===== src/rtl/spi_per.sv =====
// spi_per: SPI mode-0 peripheral (MSB first) running entirely in the clk_in
// domain. The controller's DCLK, CS and COPI are oversampled through
// synchronizer chains, and edges are found by comparing each synchronized
// value with a copy delayed by one cycle.
//
// Host-side handshake: there is no backpressure on either side.
// - tx_load_in is a single-cycle strobe. It always writes the TX buffer and
//   clears tx_empty_out.
// - rx_valid_out is a single-cycle pulse that qualifies rx_data_out on the
//   cycle it updates. The host must take the word then, or lose it when the
//   next word completes.
// The TX buffer is consumed when a word starts: on CS fall, and after every
// completed word while CS stays low. Consuming an empty buffer sends zeros.
module spi_per #(
  parameter int DATA_WIDTH  = 8,
  parameter int SYNC_STAGES = 2
) (
  input  logic                  clk_in,
  input  logic                  rst_n_in,
  input  logic [DATA_WIDTH-1:0] tx_data_in,
  input  logic                  tx_load_in,
  output logic                  tx_empty_out,
  output logic [DATA_WIDTH-1:0] rx_data_out,
  output logic                  rx_valid_out,
  output logic                  abort_out,
  output logic                  busy_out,
  input  logic                  chip_clk_in,
  input  logic                  chip_sel_in,
  input  logic                  chip_data_in,
  output logic                  chip_data_out,
  output logic                  chip_data_oe_out
);

  localparam int CNT_W   = $clog2(DATA_WIDTH + 1);
  localparam int FLUSH_W = $clog2(SYNC_STAGES + 2);

  typedef enum logic {
    IDLE   = 1'b0,
    ACTIVE = 1'b1
  } state_t;

  state_t                  state;
  logic [CNT_W-1:0]        bit_cnt;
  logic [DATA_WIDTH-1:0]   tx_shift;
  logic [DATA_WIDTH-1:0]   rx_shift;
  logic [DATA_WIDTH-1:0]   tx_buf;

  logic [SYNC_STAGES-1:0]  dclk_sync;
  logic [SYNC_STAGES-1:0]  cs_sync;
  logic [SYNC_STAGES-1:0]  copi_sync;
  logic                    dclk_d;
  logic                    cs_d;
  logic [FLUSH_W-1:0]      flush_cnt;
  logic                    cs_armed;

  logic                    dclk_s;
  logic                    cs_s;
  logic                    copi_s;
  logic                    dclk_rise;
  logic                    dclk_fall;
  logic                    cs_fall;
  logic                    cs_rise;
  logic                    word_start;
  logic                    word_end;
  logic                    consume;
  logic [DATA_WIDTH-1:0]   tx_next_word;
  logic [DATA_WIDTH-1:0]   rx_next;

  // Synchronizer chains for the three controller inputs; CS idles high
  always_ff @(posedge clk_in or negedge rst_n_in) begin
    if (!rst_n_in) begin
      dclk_sync <= '0;
      cs_sync   <= '1;
      copi_sync <= '0;
    end else begin
      dclk_sync <= {dclk_sync[SYNC_STAGES-2:0], chip_clk_in};
      cs_sync   <= {cs_sync[SYNC_STAGES-2:0], chip_sel_in};
      copi_sync <= {copi_sync[SYNC_STAGES-2:0], chip_data_in};
    end
  end

  assign dclk_s = dclk_sync[SYNC_STAGES-1];
  assign cs_s   = cs_sync[SYNC_STAGES-1];
  assign copi_s = copi_sync[SYNC_STAGES-1];

  // One-cycle delayed copies used for edge detection
  always_ff @(posedge clk_in or negedge rst_n_in) begin
    if (!rst_n_in) begin
      dclk_d <= 1'b0;
      cs_d   <= 1'b1;
    end else begin
      dclk_d <= dclk_s;
      cs_d   <= cs_s;
    end
  end

  // After reset, accept a CS fall only once CS has really been seen high.
  // Otherwise a CS held low across reset would look like a fresh fall as
  // the synchronizer flushes its reset value out.
  always_ff @(posedge clk_in or negedge rst_n_in) begin
    if (!rst_n_in) begin
      flush_cnt <= '0;
      cs_armed  <= 1'b0;
    end else if (flush_cnt != FLUSH_W'(SYNC_STAGES + 1)) begin
      flush_cnt <= flush_cnt + 1'b1;
    end else if (cs_s && cs_d) begin
      cs_armed <= 1'b1;
    end
  end

  assign dclk_rise = dclk_s & ~dclk_d;
  assign dclk_fall = ~dclk_s & dclk_d;
  assign cs_fall   = cs_armed & ~cs_s & cs_d;
  assign cs_rise   = cs_s & ~cs_d;

  // A word starts on CS fall, or when the last bit of a word is sampled
  // while CS is still low (back-to-back burst).
  assign word_start   = (state == IDLE) && cs_fall;
  assign word_end     = (state == ACTIVE) && !cs_rise && dclk_rise &&
                        (bit_cnt == CNT_W'(DATA_WIDTH - 1));
  assign consume      = word_start || word_end;
  assign tx_next_word = tx_empty_out ? '0 : tx_buf;
  assign rx_next      = {rx_shift[DATA_WIDTH-2:0], copi_s};

  // TX buffer: a load always wins over a same-cycle consume. The consumer
  // reads tx_buf as it stood before this edge.
  always_ff @(posedge clk_in or negedge rst_n_in) begin
    if (!rst_n_in) begin
      tx_buf       <= '0;
      tx_empty_out <= 1'b1;
    end else if (tx_load_in) begin
      tx_buf       <= tx_data_in;
      tx_empty_out <= 1'b0;
    end else if (consume) begin
      tx_empty_out <= 1'b1;
    end
  end

  // Main FSM: CS framing, bit counting, RX/TX shifting and registered outputs
  always_ff @(posedge clk_in or negedge rst_n_in) begin
    if (!rst_n_in) begin
      state            <= IDLE;
      bit_cnt          <= '0;
      tx_shift         <= '0;
      rx_shift         <= '0;
      rx_data_out      <= '0;
      rx_valid_out     <= 1'b0;
      abort_out        <= 1'b0;
      busy_out         <= 1'b0;
      chip_data_out    <= 1'b0;
      chip_data_oe_out <= 1'b0;
    end else begin
      rx_valid_out <= 1'b0;
      abort_out    <= 1'b0;
      case (state)
        IDLE: begin
          // DCLK activity is ignored until the controller selects us
          if (cs_fall) begin
            state            <= ACTIVE;
            busy_out         <= 1'b1;
            chip_data_oe_out <= 1'b1;
            bit_cnt          <= '0;
            rx_shift         <= '0;
            tx_shift         <= tx_next_word;
            chip_data_out    <= tx_next_word[DATA_WIDTH-1];
          end
        end
        ACTIVE: begin
          if (cs_rise) begin
            // Deselect: drop a partial word and flag it, never deliver it
            state            <= IDLE;
            busy_out         <= 1'b0;
            chip_data_oe_out <= 1'b0;
            chip_data_out    <= 1'b0;
            bit_cnt          <= '0;
            rx_shift         <= '0;
            if (bit_cnt != '0) begin
              abort_out <= 1'b1;
            end
          end else if (dclk_rise) begin
            rx_shift <= rx_next;
            if (word_end) begin
              rx_data_out   <= rx_next;
              rx_valid_out  <= 1'b1;
              bit_cnt       <= '0;
              tx_shift      <= tx_next_word;
              chip_data_out <= tx_next_word[DATA_WIDTH-1];
            end else begin
              bit_cnt <= bit_cnt + 1'b1;
            end
          end else if (dclk_fall && (bit_cnt != '0)) begin
            // With the counter at zero the freshly loaded MSB stays on CIPO
            tx_shift      <= tx_shift << 1;
            chip_data_out <= tx_shift[DATA_WIDTH-2];
          end
        end
      endcase
    end
  end

endmodule


===== config.mk =====
export PLATFORM = sky130hd
export DESIGN_NAME = spi_per
export DESIGN_NICKNAME = d
export VERILOG_FILES = /design/src/rtl/spi_per.sv
export SDC_FILE = /design/constraint.sdc
export NUM_CORES = 1
export LEC_CHECK = 0
export ABC_AREA = 0
export BUFFER_PORTS_ARGS = -buffer_cell sky130_fd_sc_hd__buf_2
export CORE_UTILIZATION = 57
export DETAILED_ROUTE_END_ITERATION = 8
export MAX_ROUTING_LAYER = met4
export PLACE_DENSITY = 0.84
export SYNTH_ARGS = -nofsm -noshare
export SYNTH_HDL_FRONTEND = slang
export SYNTH_SLANG_ARGS = --single-unit
export TNS_END_PERCENT = 1

===== constraint.sdc =====
create_clock -name clk_in -period 3.3 [get_ports clk_in]
set_input_delay 0.33 -clock clk_in [delete_from_list [all_inputs] [get_ports clk_in]]
set_output_delay 0.33 -clock clk_in [all_outputs]
set_load 0.01 [all_outputs]

==> results.txt, run 1 <==
status -> completed
final core area utilization -> 66.75%
Worst Hold Path EP -> cs_sync[0]
fraction of registers with async set/reset -> 100.0%
gpl congestion -> 0.8598
Yosys warnings -> 0
Post-synth EDFFs -> 0
share of the synthesized area in the top cell type -> 53.87%
register area share after synthesis -> 58.68%
DIE WIDTH -> 63.89 µm
worst path buffer plus inverter count -> 0
H-tree levels -> 2
ratio of final minimum period to clock period -> 63.55%
WP depth -> 3
synth cell count leaders -> dfrtp_1, mux2_2, o21ai_0, inv_1, nand4_1
largest cells by area after synthesis -> dfrtp_1, mux2_2, mux2_4, dfstp_2, o21ai_0
core area -> 0.003661 mm²
Post-Route Skew -> 0.008575 ns
Antenna diodes -> 0
HPWL Detailed -> 2.823 mm
PortBufs -> 27
arrival time of the worst setup path -> 2.29 ns
final hold viol count -> 0
R2R cell count -> 3
Seq pwr share -> 54.7%
worst-path fanout max -> 21
vias in the first global route -> 1436
initial core utilization -> 59.64%
TritonRoute pass-1 iters -> 5
P_leak -> 0.001170 µW
Slew HR -> 27.28%
TritonCTS Sinks -> 51
1st-iter DRT viols -> 72
layout cell share with drive strength beyond 1 -> 34.00%
NetSw -> 352.0 µW
Total Wirelength -> 4.136 mm
endpoint class of the critical path -> flip-flop
Tmin final -> 2.097 ns
FF+latch area -> 0.001281 mm²
CTS tree -> built
Power Dens Cells -> 561.5 mW/mm²
syn_nets -> 191
initial antenna violation count -> 0
Distinct cells, synth -> 35
Main synth FF type -> dfrtp_1
startpoint type of the worst setup path -> flip-flop
RSZ-0062 raised after global routing -> no
Slew Viols, Final -> 0
Num CTS Buffers -> 5
FP Rows -> 22
CP top delay family -> simple AND/OR/NAND/NOR gates
total die area -> 0.004082 mm²
Max Clock Freq -> 476.9 MHz
Clock Tree Buf Depth -> 2
worst hold path class -> in2reg
Pint -> 1020 µW
Clk Latency, worst-skew pair -> 0.31 ns
post-synthesis cell count -> 174
Final setup viols -> 0
first-pass GRT wire length -> 6.906 mm
area leader, netlist -> dfrtp_1
setup repair bufs after CTS -> 0
DRC viols -> 0
NumNets Final -> 216
total grt overflow -> 0
critical path cell sequence -> nand2_4 -> or3_1 -> mux2_4
WL/cell -> 16.68 µm
Slew @ Worst Pin -> 1.091 ns
Hold-fix buffers, CTS -> 0
floorplan die height -> 63.89 µm
Synth Cell Area -> 0.002183 mm²
gr usage total -> 23.79%
R2R Path End -> rx_data_out[0]
Critical Path Slowest Stage Cell -> dfrtp_1
area growth from synthesis to layout -> 11.92%
combinational fraction of design power -> 14.2%
Reg-to-Reg Start -> state
cts repair resizes -> 0
maximum VDD drop -> 0.3843 mV
Synth Register Bits -> 51
# fillers -> 276
cell with the most instances after synthesis -> dfrtp_1
Via density -> 5.766
hold wc startpoint -> chip_sel_in
DRT antenna net count -> 0
slowest cell delay on critical path -> 0.77 ns
max-cap violations -> 0
Reg2Reg Setup Slack -> 1.20 ns
io pins -> 28
hold path cells -> 1
Setup CP Type -> reg2reg
syn avg cell area -> 12.55 µm²
Vias -> 1430
Sw Ratio -> 25.65%
Clock Power Share -> 31.1%
footprint of the multi-input gates -> 813.3 µm²
clock root cell -> clkbuf_8
maximum number of pins on one net before global-route repair -> 52
Worst-path clk slew -> 0.09 ns
Fin Setup TNS -> 0 ns
Crit path required time -> 3.49 ns
## state kept, by name, indices dropped and copies added (netlist names)
signal,cells
copi_sync,2
tx_buf,8
tx_empty_out,1
rx_data_out,8
dclk_sync,2
state,1
cs_armed,1
dclk_d,1
bit_cnt,4
tx_shift,7
abort_out,1
flush_cnt,2
chip_data_oe_out,1
rx_shift,7
cs_d,1
cs_sync,2
rx_valid_out,1
chip_data_out,1
## kinds of logic (layout without fill, tap and decap cells)
family	after synthesis	count (layout)	share of synthesized area, %
flops	51	51	58.68
compound gates	26	26	7.335
fa+ha+maj	3	3	1.719
xor+xnor	1	1	0.4012
buf+inv	20	46	4.069
simple gates	47	47	13.07
mux	26	26	14.73
## final cells by class
cell class,instances,share of cell area (%)
Clock buffer,5,2.816
Timing Repair Buffer,27,5.530
Clock inverter,3,1.792
Inverter,11,1.690
Tap cell,48,2.458
Multi-Input combinational cell,103,33.28
Sequential cell,51,52.43
## per-layer routing
layer  routed length, µm  track usage (%)  share of wire [%]  vias to the layer above
li1                    -                -                  -                      656
met1                1711            27.56                 41                      717
met2                2168            38.16                 52                       46
met3                 174            6.964                4.2                       11
met4                  82            11.08                2.0                        0
met5                   0                -                  0                        -
## cell usage in the layout, fill, tap and decap left out, drive strengths merged, types with 4 or more instances in the layout
cell    count
mux2       25
nand2b      8
dfrtp      47
buf        27
nand3       7
o21ai      16
nor3b       5
nand4      10
clkbuf      5
nand2       7
dfstp       4
inv        11
## through the flow
| stage | std cells | area (µm²) | hold slack, ns | power, µW | setup slack (ns) |
|---|---|---|---|---|---|
| 2_1_floorplan | 174 | 2183 | 0.03441 | 889.1 | 1.514 |
| 3_3_place_gp | 240 | 2331 | 0.3316 | 937.4 | 1.320 |
| 3_5_place_dp | 240 | 2331 | 0.3491 | 956.1 | 1.216 |
| 4_1_cts | 248 | 2444 | 0.1058 | 1382 | 1.201 |
| 5_1_grt | 248 | 2444 | 0.09343 | 1437 | 1.038 |
| 6_report | 248 | 2444 | 0.1127 | 1372 | 1.203 |
## power by group through the flow
stage | registers [µW] | logic (µW) | clock network, µW
finish | 751 | 194 | 427
global route | 761 | 216 | 460
CTS | 751 | 196 | 436
detailed placement | 762 | 194 | 0
global placement | 756 | 181 | 0
floorplan | 745 | 144 | 0
## how the worst max path moves through the flow
stage / from / endpoint / slack, ns
after global routing: state / tx_shift[6] / 1.04
after floorplan: bit_cnt[0] / tx_shift[0] / 1.51
after detailed placement: state / rx_data_out[0] / 1.22
final: state / rx_data_out[0] / 1.20
after CTS: state / rx_data_out[0] / 1.20
after global placement: state / rx_data_out[0] / 1.32
## worst register-to-register path: cells and delay by family, from the launching register on
family	cells	cell delay, ns
simple gates	2	0.82
mux	1	0.40
flops	1	0.77
Note: power is estimated with default switching activity, not from simulation.
==> run 2: changes to the inputs <==
--- a/config.mk
+++ b/config.mk
@@ -7,10 +7,10 @@
 export LEC_CHECK = 0
 export ABC_AREA = 0
 export BUFFER_PORTS_ARGS = -buffer_cell sky130_fd_sc_hd__buf_2
-export CORE_UTILIZATION = 57
+export CORE_UTILIZATION = 56
 export DETAILED_ROUTE_END_ITERATION = 8
 export MAX_ROUTING_LAYER = met4
-export PLACE_DENSITY = 0.84
+export PLACE_DENSITY = 0.83
 export SYNTH_ARGS = -nofsm -noshare
 export SYNTH_HDL_FRONTEND = slang
 export SYNTH_SLANG_ARGS = --single-unit
==> constraint.sdc (replaced) <==
create_clock -name clk_in -period 2 [get_ports clk_in]
set_input_delay 0.2 -clock clk_in [delete_from_list [all_inputs] [get_ports clk_in]]
set_output_delay 0.2 -clock clk_in [all_outputs]
set_load 0.01 [all_outputs]
==> results.txt, run 2 (same netlist as run 1, synthesis figures left out) <==
status -> complete, but fails checks
violated checks -> negative hold slack
floorplan die height -> 64.44 µm (+0.86%)
Slew @ Worst Pin -> 0.6101 ns (-0.4808 ns)
endpoint class of the critical path -> flip-flop
TritonCTS Sinks -> 51 (unchanged)
NumNets Final -> 225 (+4.2%)
Power Dens Cells -> 918.8 mW/mm² (+64%)
Worst-path clk slew -> 0.10 ns (about the same)
io pins -> 28 (unchanged)
Num CTS Buffers -> 5 (unchanged)
vias in the first global route -> 1510 (+5.2%)
Post-Place Cells -> 245 (+2.1%)
Fin Setup TNS -> 0 ns (unchanged)
max-cap violations -> 0 (unchanged)
maximum number of pins on one net before global-route repair -> 52 (unchanged)
FP Rows -> 22 (unchanged)
Vias -> 1469 (+2.7%)
Post-Route Skew -> 0.01543 ns (+0.006850 ns)
WL/cell -> 16.53 µm (-0.89%)
Via density -> 5.716 (-0.87%)
most common cell after layout, fill and taps aside -> dfrtp_1
initial core utilization -> 59.19% (-0.45 points)
Cell Count, Final, Fillers Out -> 257 (+3.6%)
Total Wirelength -> 4.248 mm (+2.7%)
worst hold path class -> in2async
core area -> 0.003689 mm² (+0.75%)
worst setup margin -> 0.06374 ns (-1.139 ns)
combinational fraction of design power -> 15.9% (+1.7 points)
final core area utilization -> 68.39% (+1.6 points)
FF+latch area -> 0.001281 mm² (unchanged)
1st-iter DRT viols -> 96 (+33%)
worst-path fanout max -> 10 (-52%)
layout cell share with drive strength beyond 1 -> 35.41% (+1.4 points)
startpoint type of the worst setup path -> flip-flop
pre-CTS setup slack -> 0.007999 ns (-1.208 ns)
Slew Viols, Final -> 0 (unchanged)
Clock Power Share -> 30.9% (-0.2 points)
H-tree levels -> 2 (unchanged)
Slew HR -> 59.33% (+32 points)
Setup CP Type -> reg2reg
TritonRoute pass-1 iters -> 4 (-1)
Clk Latency, worst-skew pair -> 0.31 ns (about the same)
clock root cell -> clkbuf_8
area growth from synthesis to layout -> 15.53%
CTS tree -> built
total grt overflow -> 0 (unchanged)
HPWL Detailed -> 2.857 mm (+1.2%)
ratio of final minimum period to clock period -> 96.81% (+33 points)
final hold slack -> -0.02247 ns (-0.1351 ns)
DIE WIDTH -> 64.44 µm (+0.86%)
Clock Tree Buf Depth -> 2 (unchanged)
Sw Ratio -> 26.37% (+0.72 points)
Largest regs -> rx_data_out (8), tx_buf (8)
P_leak -> 0.001211 µW (+3.5%)
DRC viols -> 0 (unchanged)
Seq pwr share -> 53.2% (-1.5 points)
maximum VDD drop -> 0.6096 mV (+59%)
total die area -> 0.004153 mm² (+1.7%)
initial antenna violation count -> 0 (unchanged)
RSZ-0062 raised after global routing -> no
Max Clock Freq -> 516.5 MHz (+8.3%)
Antenna diodes -> 0 (unchanged)
Final setup viols -> 0 (unchanged)
final hold viol count -> 15 (+15)
most frequent cells in the layout -> dfrtp_1, buf_2, mux2_2
gpl congestion -> 0.8590 (about the same)
PortBufs -> 27 (unchanged)
# fillers -> 277 (+0.36%)
gr usage total -> 23.39% (-0.40 points)
DRT antenna net count -> 0 (unchanged)
R2R cell count -> 4 (+1)
Tmin final -> 1.936 ns (-0.1608 ns)
Pint -> 1706 µW (+67%)
NetSw -> 611.2 µW (+74%)
footprint of the multi-input gates -> 818.3 µm² (+0.62%)
arrival time of the worst setup path -> 2.13 ns (-0.16 ns)
first-pass GRT wire length -> 6.989 mm (+1.2%)
Crit path required time -> 2.20 ns (-1.29 ns)
run 2: final timing paths:
check | from | slack [ns] | to
max reg2reg | cs_d | 0.06 | rx_data_out[1]
max | cs_d | 0.06 | rx_data_out[1]
min reg2reg | copi_sync[0] | 0.35 | copi_sync[1]
max in group asynchronous | rst_n_in | 1.60 | tx_shift[5]
min in group clk_in | tx_data_in[5] | 0.13 | tx_buf[5]
min | rst_n_in | -0.02 | rx_data_out[4]
run 2: metrics by stage:
step	instance area [µm²]	total power [µW]	hold WS (ns)
floorplan	2183	1467	-0.09559
global placement	2369	1554	0.3067
detailed placement	2369	1597	0.3069
CTS	2510	2309	0.01328
global route	2522	2407	0.01954
finish	2522	2318	-0.02247
run 2: repair_timing:
action                     in CTS  in global routing
gates cloned                    0                  0
gates resized for setup         0                  1
buffers inserted                0                  1
pin swaps                       1                  1
hold buffers                    3                  0
setup endpoints to repair       4                  7
hold endpoints to repair        3                  0
run 2: layout make-up:
class                   count  area share [%]
well taps                  48           2.381
flip-flops and latches     51           50.79
multi-input cells         103           32.44
clock inverters             2           1.538
inverters                  11           1.637
repair buffers             36           8.333
clock buffers               6           2.877
run 2: power groups by stage:
stage / clock [µW] / combinational (µW) / sequential (µW)
floorplan: 0 / 237 / 1230
detailed placement: 0 / 349 / 1250
global placement: 0 / 318 / 1240
finish: 715 / 368 / 1230
CTS: 720 / 358 / 1230
global route: 765 / 397 / 1250
run 2: layer usage:
metal	share of wire, %	global-route usage, %	wire (µm)
met1	41	26.70	1759
met2	51	39.61	2184
met3	4.8	5.986	202
met4	2.4	8.889	102
met5	0	-	0
run 2: critical path, stage by stage, from the launching register on:
cell	delay, ns
dfstp_2	0.57
nand2b_4	0.15
nand2_4	0.08
or3_1	0.63
mux2_4	0.39
